==> src/rtl/uart_core.sv <==
// Parametrised full-duplex UART engine with valid/ready streams on both sides.
// Optional internal TX->RX loopback is enabled by defining UART_CORE_LOOPBACK_EN.
module uart_core #(
  parameter int CLKS_PER_BIT = 234,
  parameter int DATA_BITS    = 8,
  parameter int PARITY       = 0,
  parameter int STOP_BITS    = 1
) (
  input  logic                 clk,
  input  logic                 rst,
  input  logic                 uart_rx,
  output logic                 uart_tx,
  input  logic [DATA_BITS-1:0] tx_data,
  input  logic                 tx_valid,
  output logic                 tx_ready,
  output logic [DATA_BITS-1:0] rx_data,
  output logic                 rx_valid,
  input  logic                 rx_ready,
  output logic                 rx_parity_err,
  output logic                 rx_frame_err,
  output logic                 rx_overrun
`ifdef UART_CORE_LOOPBACK_EN
  ,
  input  logic                 loopback
`endif
);

  localparam int              CW        = $clog2(CLKS_PER_BIT + 1);
  localparam logic [CW-1:0]   BIT_LAST  = CW'(CLKS_PER_BIT - 1);
  localparam logic [CW-1:0]   MID_LAST  = CW'(CLKS_PER_BIT / 2 - 1);
  localparam logic [2:0]      DATA_LAST = 3'(DATA_BITS - 1);
  localparam logic [2:0]      STOP_LAST = 3'(STOP_BITS - 1);
  localparam logic            ODD       = (PARITY == 1);
  localparam logic            HAS_PAR   = (PARITY != 0);

  typedef enum logic [2:0] {TX_IDLE, TX_START, TX_DATA, TX_PAR, TX_STOP} tx_state_e;
  typedef enum logic [2:0] {RX_IDLE, RX_START, RX_DATA, RX_PAR, RX_STOP, RX_WAIT_HIGH} rx_state_e;

  tx_state_e               tx_state_q;
  logic [CW-1:0]           tx_cnt_q;
  logic [2:0]              tx_idx_q;
  logic [DATA_BITS-1:0]    tx_sh_q;
  logic                    tx_par_q;
  logic                    tx_line_q;
  logic                    tx_ready_q;

  always_ff @(posedge clk or posedge rst) begin
    if (rst) begin
      tx_state_q <= TX_IDLE;
      tx_cnt_q   <= '0;
      tx_idx_q   <= '0;
      tx_sh_q    <= '0;
      tx_par_q   <= 1'b0;
      tx_line_q  <= 1'b1;
      tx_ready_q <= 1'b1;
    end else begin
      case (tx_state_q)
        TX_IDLE: if (tx_valid && tx_ready_q) begin
          tx_sh_q    <= tx_data;
          tx_par_q   <= (^tx_data) ^ ODD;
          tx_line_q  <= 1'b0;
          tx_ready_q <= 1'b0;
          tx_cnt_q   <= '0;
          tx_state_q <= TX_START;
        end
        TX_START: if (tx_cnt_q == BIT_LAST) begin
          tx_cnt_q   <= '0;
          tx_idx_q   <= '0;
          tx_line_q  <= tx_sh_q[0];
          tx_sh_q    <= tx_sh_q >> 1;
          tx_state_q <= TX_DATA;
        end else tx_cnt_q <= tx_cnt_q + CW'(1);
        TX_DATA: if (tx_cnt_q == BIT_LAST) begin
          tx_cnt_q <= '0;
          if (tx_idx_q == DATA_LAST) begin
            tx_idx_q   <= '0;
            tx_line_q  <= HAS_PAR ? tx_par_q : 1'b1;
            tx_state_q <= HAS_PAR ? TX_PAR : TX_STOP;
          end else begin
            tx_idx_q  <= tx_idx_q + 3'd1;
            tx_line_q <= tx_sh_q[0];
            tx_sh_q   <= tx_sh_q >> 1;
          end
        end else tx_cnt_q <= tx_cnt_q + CW'(1);
        TX_PAR: if (tx_cnt_q == BIT_LAST) begin
          tx_cnt_q   <= '0;
          tx_line_q  <= 1'b1;
          tx_state_q <= TX_STOP;
        end else tx_cnt_q <= tx_cnt_q + CW'(1);
        TX_STOP: if (tx_cnt_q == BIT_LAST) begin
          tx_cnt_q <= '0;
          if (tx_idx_q == STOP_LAST) begin
            tx_idx_q   <= '0;
            tx_ready_q <= 1'b1;
            tx_state_q <= TX_IDLE;
          end else tx_idx_q <= tx_idx_q + 3'd1;
        end else tx_cnt_q <= tx_cnt_q + CW'(1);
        default: tx_state_q <= TX_IDLE;
      endcase
    end
  end

  logic                    rx_in;
  logic [1:0]              sync_q;
  logic                    rxs;
  rx_state_e               rx_state_q;
  logic [CW-1:0]           rx_cnt_q;
  logic [2:0]              rx_idx_q;
  logic [DATA_BITS-1:0]    rx_sh_q;
  logic                    rx_perr_q;
  logic                    rx_ferr_q;
  logic                    rx_fe_now;
  logic [DATA_BITS-1:0]    rx_data_q;
  logic                    rx_valid_q;
  logic                    rx_pe_q;
  logic                    rx_fe_q;
  logic                    rx_ov_q;

`ifdef UART_CORE_LOOPBACK_EN
  assign rx_in   = loopback ? tx_line_q : uart_rx;
  assign uart_tx = loopback ? 1'b1 : tx_line_q;
`else
  assign rx_in   = uart_rx;
  assign uart_tx = tx_line_q;
`endif

  assign rxs       = sync_q[1];
  assign rx_fe_now = rx_ferr_q | ~rxs;

  always_ff @(posedge clk or posedge rst) begin
    if (rst) sync_q <= 2'b11;
    else     sync_q <= {sync_q[0], rx_in};
  end

  always_ff @(posedge clk or posedge rst) begin
    if (rst) begin
      rx_state_q <= RX_IDLE;
      rx_cnt_q   <= '0;
      rx_idx_q   <= '0;
      rx_sh_q    <= '0;
      rx_perr_q  <= 1'b0;
      rx_ferr_q  <= 1'b0;
      rx_data_q  <= '0;
      rx_valid_q <= 1'b0;
      rx_pe_q    <= 1'b0;
      rx_fe_q    <= 1'b0;
      rx_ov_q    <= 1'b0;
    end else begin
      rx_ov_q <= 1'b0;
      if (rx_valid_q && rx_ready) rx_valid_q <= 1'b0;
      case (rx_state_q)
        RX_IDLE: if (!rxs) begin
          rx_cnt_q   <= '0;
          rx_state_q <= RX_START;
        end
        // Detection already cost one cycle, so this lands CLKS_PER_BIT/2 into the bit
        RX_START: if (rx_cnt_q == MID_LAST) begin
          rx_cnt_q <= '0;
          if (rxs) rx_state_q <= RX_IDLE;
          else begin
            rx_idx_q   <= '0;
            rx_perr_q  <= 1'b0;
            rx_ferr_q  <= 1'b0;
            rx_state_q <= RX_DATA;
          end
        end else rx_cnt_q <= rx_cnt_q + CW'(1);
        RX_DATA: if (rx_cnt_q == BIT_LAST) begin
          rx_cnt_q <= '0;
          rx_sh_q  <= {rxs, rx_sh_q[DATA_BITS-1:1]};
          if (rx_idx_q == DATA_LAST) begin
            rx_idx_q   <= '0;
            rx_state_q <= HAS_PAR ? RX_PAR : RX_STOP;
          end else rx_idx_q <= rx_idx_q + 3'd1;
        end else rx_cnt_q <= rx_cnt_q + CW'(1);
        RX_PAR: if (rx_cnt_q == BIT_LAST) begin
          rx_cnt_q   <= '0;
          rx_perr_q  <= rxs ^ (^rx_sh_q) ^ ODD;
          rx_state_q <= RX_STOP;
        end else rx_cnt_q <= rx_cnt_q + CW'(1);
        RX_STOP: if (rx_cnt_q == BIT_LAST) begin
          rx_cnt_q <= '0;
          if (rx_idx_q == STOP_LAST) begin
            rx_idx_q   <= '0;
            rx_state_q <= rx_fe_now ? RX_WAIT_HIGH : RX_IDLE;
            if (!rx_valid_q || rx_ready) begin
              rx_data_q  <= rx_sh_q;
              rx_pe_q    <= rx_perr_q;
              rx_fe_q    <= rx_fe_now;
              rx_valid_q <= 1'b1;
            end else rx_ov_q <= 1'b1;
          end else begin
            rx_ferr_q <= rx_fe_now;
            rx_idx_q  <= rx_idx_q + 3'd1;
          end
        end else rx_cnt_q <= rx_cnt_q + CW'(1);
        RX_WAIT_HIGH: if (rxs) rx_state_q <= RX_IDLE;
        default: rx_state_q <= RX_IDLE;
      endcase
    end
  end

  assign tx_ready      = tx_ready_q;
  assign rx_data       = rx_data_q;
  assign rx_valid      = rx_valid_q;
  assign rx_parity_err = rx_pe_q;
  assign rx_frame_err  = rx_fe_q;
  assign rx_overrun    = rx_ov_q;

endmodule

==> config.mk <==
export PLATFORM = sky130hd
export DESIGN_NAME = uart_core
export DESIGN_NICKNAME = d
export VERILOG_FILES = /design/src/rtl/uart_core.sv
export SDC_FILE = /design/constraint.sdc
export NUM_CORES = 1
export LEC_CHECK = 0
export ABC_AREA = 1
export BUFFER_PORTS_ARGS = -buffer_cell sky130_fd_sc_hd__buf_2
export CAP_MARGIN = 20
export CORE_UTILIZATION = 40
export DETAILED_ROUTE_END_ITERATION = 8
export HOLD_SLACK_MARGIN = 0.05
export PLACE_DENSITY_LB_ADDON = 0.12
export SLEW_MARGIN = 20
export SYNTH_ARGS = -nofsm -noshare
export SYNTH_HDL_FRONTEND = slang
export SYNTH_SLANG_ARGS = --single-unit
==> constraint.sdc <==
create_clock -name clk -period 2 [get_ports clk]
set_input_delay 0.2 -clock clk [delete_from_list [all_inputs] [get_ports clk]]
set_output_delay 0.2 -clock clk [all_outputs]
set_load 0.05 [all_outputs]
==> key figures, run 1 <==
Drt
  • Routed Antenna Nets: 0
  • Drt total wl: about 6.9 mm
  • # DRC: 0
  • Drt pass-1 iters: 4
  • Max layer used: met4
  • Via Count: 2975
  • Routed metal-1 wire length: about 3.3 mm
  • Routed met3 length: between 200 and 300 um
  • Wirelength per Cell: around 11 um
  • Via density: ~4.9
  • Metal2 WL: 3.23 mm
  • DRT iter0 DRCs: roughly 130

Worst setup path
  • RR Startpoint: tx_cnt_q[1]$_DFFE_PP0P_
  • CP Capture Type: flip-flop
  • Data arrival, critical path: around 1900 ps
  • CP endpoint: tx_sh_q[3]$_DFFE_PP0P_
  • Startpoint types: flip-flop
  • Reg2Reg Depth: 10
  • R2R setup slack: 340 ps
  • Worst Setup Path Type: flip-flop to flip-flop
  • CP Max Fanout: 14
  • Reg2reg end: tx_sh_q[3]$_DFFE_PP0P_
  • Crit path launch: tx_cnt_q[1]$_DFFE_PP0P_
  • CP required: between 2000 and 2500 ps

Synthesis
  • Netlist cell types: 34
  • Mean Syn Cell Area: 7.61 sq um
  • Top cells by count, synth: 147 x nand2_1, 64 x inv_1, 58 x dfrtp_1
  • Compound-gate portion of the synthesized area: a little under an eighth
  • Count leader, synth: nand2_1
  • EDFF count, synth: 0
  • Synthesis warning total: 0
  • Mux contribution to synthesized area: 0%
  • Synth top area share: about 41%
  • Post-synth top area cell: dfrtp_1
  • Syn nets: 489
  • Seq/Total Area, Yosys: between 40% and 50%
  • Synthesized area: between 0.003 and 0.004 sq mm
  • Largest family of logic cells by synthesized area: simple AND/OR/NAND/NOR gates
  • Area contributors post-synth: dfrtp_1 41%, nand2_1 16%, inv_1 6.8%
  • Synth Register Bits: 62
  • Gate Count Post-Synth: between 400 and 500
  • Xor/xnor share of the synthesized area: 1.24%
  • Async S/R FF share, synth: 100%
  • Post-synth top flop: dfrtp_1
  • Post-synthesis adder-cell area fraction: between 3 and 4%
  • Simple-gate share of the synthesized area: approximately 31%

Power and ir drop
  • Combinational share of power: around 2.5%
  • Pwr/cell area: roughly 600 mW/mm^2
  • Psw: around 560 uW
  • Worst VDD drop: approximately 0.00028 V
  • Flop pwr share: between 50% and 60%
  • Leak: between 0.002 and 0.0025 uW
  • Clk pwr share: between 40% and 50%
  • Sw frac: a little under a quarter
  • Int Pwr: between 1500 and 2000 uW
  • Final Power: ~2500 uW

Clocking
  • CTS sink cnt: 62
  • TritonCTS clock tree: built
  • Root buf cell: clkbuf_8
  • Post-CTS setup buffer count: 0
  • Worst-path clk slew: roughly 70 ps
  • Num CTS Buffers: 9
  • Clock latency on the worst-skew pair: between 300 and 400 ps
  • Clock Path Buffers: 2
  • H-tree levels: 3

Timing
  • Final hold slack: 87.6 ps
  • Fin crit share: roughly 83%
  • Endpoints failing hold: 0
  • Final Max Slew Viols: 0
  • Max-slew headroom: slightly above 70%
  • Final count of negative-setup-slack endpoints: 0
  • Tightest Pin Transition: ~440 ps
  • RSZ-0062 raised after global routing: no
  • Fmax: roughly 600 MHz
  • Clock skew: between 10 and 15 ps
  • Min cycle time layout: approximately 1700 ps
  • Setup TNS: 0 ps

Placed design
  • # port buffers: 26
  • Placer Congestion: 0.881
  • HPWL after DPL: 4.98 mm

Die
  • I/O pin count: 27
  • Rows: 33
  • DIE WIDTH: between 90 and 100 um
  • Die H: about 96 um
  • Core ar.: around 0.0084 sq mm
  • Initial core utilization: 42.2%
  • Die area: 0.00922 sq mm

Finish
  • Fillers: between 800 and 900
  • Area grow syn2layout: 13.3%
  • Final nets: 524
  • Layout cells sized above 1: ~15%
  • N_diodes: 0

Run status
  • Status: finished clean

Global routing
  • Initial antenna violation count: 0
  • Gr usage total: ~17%
  • Largest net degree at the start of global routing: 63
  • Vias in the first global route: between 2000 and 3000
  • Total global routing overflow: 0
  • Global-route wire length before repair: between 10 and 15 mm

Hold path
  • Worst hold path stage count: 3
  • Hold crit path type: primary input to flip-flop

Job
  • Max_cap viols: 0
==> through the flow <==
stage                     utilization, %  setup slack, ps  instances  instance area [sq um]
after floorplan                        -              265        465                   3540
after global placement              45.1              342        592                   3780
after detailed placement            45.1              319        592                   3780
after CTS                           47.8              317        610                   4010
after global routing                47.8              100        610                   4010
final                               47.8              336        610                   4010
==> layer usage <==
| metal | up-vias | GRT usage, % |
|---|---|---|
| met5 | - | 0 |
| met4 | 0 | 7.59 |
| met3 | 7 | 3.32 |
| met2 | 69 | 28.0 |
| met1 | 1341 | 21.3 |
| li1 | 1558 | - |
==> worst min path at each step <==
stage | start | to | slack [ps]
floorplan | uart_rx | sync_q[0]$_DFF_PP1_ | 200
global placement | rst | rx_sh_q[4]$_DFFE_PP0P_ | 290
detailed placement | rst | rx_sh_q[4]$_DFFE_PP0P_ | 300
CTS | tx_data[7] | tx_sh_q[7]$_DFFE_PP0P_ | 70
global route | tx_data[7] | tx_sh_q[7]$_DFFE_PP0P_ | 100
finish | tx_data[7] | tx_sh_q[7]$_DFFE_PP0P_ | 90
==> kinds of logic (layout without fill, tap and decap cells) <==
| kind of cell | after synthesis | count (layout) |
|---|---|---|
| AND/OR/NAND/NOR | 244 | 244 |
| buffers and inverters | 73 | 113 |
| AO/OA/AOI/OAI | 70 | 70 |
| flip-flops | 62 | 62 |
| adder cells (fa/ha/maj) | 11 | 11 |
| XOR/XNOR | 5 | 5 |
==> worst max-delay path, cell delays in order (launching register included) <==
cell	delay, ps
dfrtp_1	390
inv_1	80
ha_1	160
nand2_1	50
nor2_1	80
nand3_1	150
nand2_1	120
nand2_2	110
nor2_4	280
nand2_1	80
o21ai_1	80
==> cell usage in the layout (no fill, tap or decap), types with 2 or more instances in the layout <==
cell             n
nand3_1         37
inv_2            3
dfstp_2          4
xor2_1           3
nand4_1         12
nand2_1        147
a21oi_1          8
buf_4            2
dfrtp_1         58
nand2_4          3
nor2_4           5
o22ai_1          2
o21ai_1         12
nor2_1          26
xnor2_1          2
dlygate4sd3_1    2
o21ai_0         34
inv_6            2
ha_1            11
inv_1           63
o21bai_1         2
o21ai_2          9
clkbuf_8        10
nand2_2          4
nor3_1           3
buf_2           26
==> layout make-up <==
cell class | instances | area, sq um | share of cell area, %
Sequential cell | 62 | 1560 | 38.8
Timing Repair Buffer | 31 | 185 | 4.62
Inverter | 66 | 248 | 6.18
Clock inverter | 6 | 68.8 | 1.72
Clock buffer | 10 | 138 | 3.43
Multi-Input combinational cell | 330 | 1680 | 41.9
Tap cell | 105 | 131 | 3.28
==> repair_timing <==
action                                 in CTS  in global routing
hold buffers                                2                  0
endpoints found under the hold margin      59                  0
gates resized for setup                     0                  0
==> power groups by stage <==
stage | clock network (uW) | registers (uW) | logic (uW)
floorplan | 0 | 1290 | 28.2
global placement | 0 | 1290 | 59.5
detailed placement | 0 | 1290 | 60.4
CTS | 1190 | 1260 | 63.4
global route | 1230 | 1260 | 71.2
finish | 1140 | 1260 | 60.4
==> state kept, by name (all words and copies together), names as in the netlist, 2 cells and up <==
register,cells
rx_cnt_q,8
rx_data,8
sync_q,2
tx_idx_q,3
tx_state_q,3
tx_cnt_q,8
rx_idx_q,3
rx_sh_q,8
rx_state_q,3
tx_sh_q,8
Power figures use the tool's default switching activity.
==> run 2: changes to the inputs <==
--- a/config.mk
+++ b/config.mk
@@ -5,7 +5,7 @@
 export SDC_FILE = /design/constraint.sdc
 export NUM_CORES = 1
 export LEC_CHECK = 0
-export ABC_AREA = 1
+export ABC_AREA = 0
 export BUFFER_PORTS_ARGS = -buffer_cell sky130_fd_sc_hd__buf_2
 export CAP_MARGIN = 20
 export CORE_UTILIZATION = 40
==> constraint.sdc (replaced) <==
create_clock -name clk -period 1.3 [get_ports clk]
set_input_delay 0.13 -clock clk [delete_from_list [all_inputs] [get_ports clk]]
set_output_delay 0.13 -clock clk [all_outputs]
set_load 0.05 [all_outputs]
==> run 2 against run 1 <==
Against the previous run:
- the run now ends with setup timing left
- die area is 3.4% lower
- clock skew is 6.3 ps lower
- utilization is 18 points higher
- total power is 55% higher
- sequential share of layout area is 9.8 points lower
- area after synthesis is 3.4% lower
- design area is 35% higher
- flip-flop and latch count stayed put
- critical endpoint is now rx_state_q[1]$_DFFE_PP0P_
- largest power group unchanged
==> key figures, run 2 <==
Run status
  • Status: finished with violations
  • Failing checks: setup timing

Placed design
  • HPWL after DPL: about 5.5 mm
  • Pre-CTS worst setup slack: -746 ps
  • Placer Congestion: around 0.79
  • # port buffers: 26

Global routing
  • Initial antenna violation count: 0
  • Largest net degree at the start of global routing: 63
  • Total global routing overflow: 0
  • Gr usage total: between 20% and 30%
  • Vias in the first global route: about 3000
  • Global-route wire length before repair: between 10 and 15 mm

Worst setup path
  • Reg2Reg Depth: 6
  • R2R setup slack: -680 ps
  • Cell breakdown of the critical path: inv_2, ha_4, nand4_4, o41a_1, or4_4, mux2_4
  • CP Max Fanout: 2
  • Startpoint types: flip-flop
  • Reg2reg end: rx_state_q[1]$_DFFE_PP0P_
  • Data arrival, critical path: roughly 2200 ps
  • Cell at the slowest stage of the critical path: or4_4
  • Delay of the slowest critical-path stage: between 500 and 600 ps
  • CP required: 1520 ps
  • RR Startpoint: rx_cnt_q[0]$_DFFE_PP0P_
  • Worst Setup Path Type: flip-flop to flip-flop
  • CP Capture Type: flip-flop

Timing
  • Fin crit share: 153%
  • Max-slew headroom: roughly 76%
  • RSZ-0062 raised after global routing: yes
  • Smallest setup slack after layout: -684 ps
  • Clock skew: 7.92 ps
  • Final count of negative-setup-slack endpoints: 60
  • Tightest Pin Transition: about 360 ps
  • Final hold slack: 150 ps
  • Final Max Slew Viols: 0
  • Fmax: 504 MHz
  • Endpoints failing hold: 0
  • Min cycle time layout: 1980 ps

Synthesis
  • Synth top area share: a little over two fifths
  • Seq/Total Area, Yosys: between 40 and 50%
  • Top cells by count, synth: 58 x dfrtp_1, 36 x mux2_2, 25 x nand2_1
  • Synthesis warning total: 0
  • Async S/R FF share, synth: 100%
  • Netlist cell types: between 60 and 70
  • Count leader, synth: dfrtp_1
  • Syn nets: approximately 340
  • EDFF count, synth: 0
  • Synthesized area: between 0.003 and 0.004 sq mm
  • Area contributors post-synth: dfrtp_1 42%, mux2_2 12%, ha_1 4.0%
  • Gate Count Post-Synth: roughly 320
  • Post-synth top area cell: dfrtp_1
  • Mean Syn Cell Area: roughly 11 sq um
  • Post-synth top flop: dfrtp_1
  • Synth Register Bits: 62

Die
  • DIE WIDTH: between 90 and 100 um
  • Initial core utilization: between 40% and 50%
  • Core ar.: between 0.008 and 0.009 sq mm
  • Die area: around 0.0089 sq mm
  • Rows: 33
  • Die H: ~94 um
  • I/O pin count: 27

Finish
  • Layout cells sized above 1: between 50% and 60%
  • N_diodes: 0
  • Area grow syn2layout: 57.9%
  • Final nets: 476
  • Most frequent cells in the layout: 78 x buf_4, 54 x dfrtp_1, 29 x mux2_4
  • Commonest non-fill, non-tap cell in the layout: buf_4
  • Fillers: between 600 and 700

Power and ir drop
  • Leak: 0.00255 uW
  • Final Power: 3820 uW
  • Worst VDD drop: just over 0.0007 V
  • Pwr/cell area: 709 mW/mm^2

Clocking
  • H-tree levels: 3
  • CTS sink cnt: 62
  • Root buf cell: clkbuf_8
  • Num CTS Buffers: 9
  • TritonCTS clock tree: built
  • Clock latency on the worst-skew pair: 330 ps
  • Worst-path clk slew: roughly 70 ps
  • Clock Path Buffers: 2

Drt
  • Via density: ~5.2
  • Drt pass-1 iters: 4
  • # DRC: 0
  • Drt total wl: approximately 8.6 mm
  • DRT iter0 DRCs: between 50 and 60
  • Wirelength per Cell: about 15 um
  • Via Count: 2929
  • Routed Antenna Nets: 0

Hold path
  • Worst hold path stage count: 3
  • Hold crit path type: primary input to flip-flop
  • Min-Delay Startpoint: tx_data[6]
  • WHS Endpoint: tx_sh_q[6]$_DFFE_PP0P_

Job
  • Max_cap viols: 0
[run 2: worst max path at each step]
stage | startpoint | to
after detailed placement | rx_cnt_q[1]$_DFFE_PP0P_ | rx_state_q[1]$_DFFE_PP0P_
after floorplan | rx_cnt_q[1]$_DFFE_PP0P_ | rx_state_q[1]$_DFFE_PP0P_
after global placement | rx_cnt_q[1]$_DFFE_PP0P_ | rx_state_q[1]$_DFFE_PP0P_
after CTS | rx_cnt_q[1]$_DFFE_PP0P_ | rx_state_q[1]$_DFFE_PP0P_
final | rx_cnt_q[0]$_DFFE_PP0P_ | rx_state_q[1]$_DFFE_PP0P_
after global routing | rx_cnt_q[0]$_DFFE_PP0P_ | rx_state_q[2]$_DFFE_PP0P_
[run 2: power breakdown]
| group | switching [uW] | internal, uW | total (uW) |
|---|---|---|---|
| combinational | 60.0 | 50.3 | 110 |
| sequential | 3.49 | 1930 | 1940 |
| clock | 784 | 990 | 1770 |
| total | 847 | 2970 | 3820 |
[run 2: repair_timing]
action	in CTS	in global routing
endpoints found under the hold margin	60	0
hold buffers	3	0
endpoints found under the setup margin	61	62
gates cloned	1	0
buffers inserted	16	8
resized for setup	55	61
pin swaps	31	20
[run 2: cells by family after synthesis]
kind of cell | after synthesis | share of synthesized area (%)
adder cells (fa/ha/maj) | 11 | 4.03
buffers and inverters | 28 | 3.85
multiplexers | 40 | 13.2
AO/OA/AOI/OAI | 59 | 12.0
AND/OR/NAND/NOR | 103 | 17.4
flip-flops | 62 | 45.6
XOR/XNOR | 14 | 3.99
[run 2: final cells by class]
cell class | count | area (sq um) | share of cell area (%)
tap | 105 | 131 | 2.44
inverter | 16 | 66.3 | 1.23
clock buffer | 13 | 159 | 2.95
clock inverter | 3 | 42.5 | 0.789
multi-input combinational | 227 | 2320 | 43.1
timing repair buffer | 136 | 1110 | 20.5
sequential | 62 | 1570 | 29.0
[run 2: routing by layer]
metal  wire, um  up-vias  share of wire (%)  global-route usage, %
met1       4110     1461                 48                   27.0
met4        104        0                1.2                   6.92
li1           -     1425                  -                      -
met2       4230       36                 49                   33.3
met5          0        -                  0                      0
met3        156        7                1.8                   4.19
[run 2: critical path, delay by kind of cell (launching register included)]
kind | cells | cell delay [ps]
DFF | 1 | 400
and+or+nand+nor | 2 | 590
muxes | 1 | 300
buffers and inverters | 1 | 90
adders and majority gates | 1 | 130
AOI/OAI and AO/OA | 1 | 360
[run 2: metrics by stage]
step                cell area (sq um)  instances  TNS, ps  utilization [%]
finish                           5390        562   -23990             65.3
global route                     5390        562   -27960             65.3
CTS                              5090        557   -23960             61.7
detailed placement               4510        523   -24270             54.6
global placement                 4510        523   -23540             54.6
floorplan                        3660        317   -20490                -
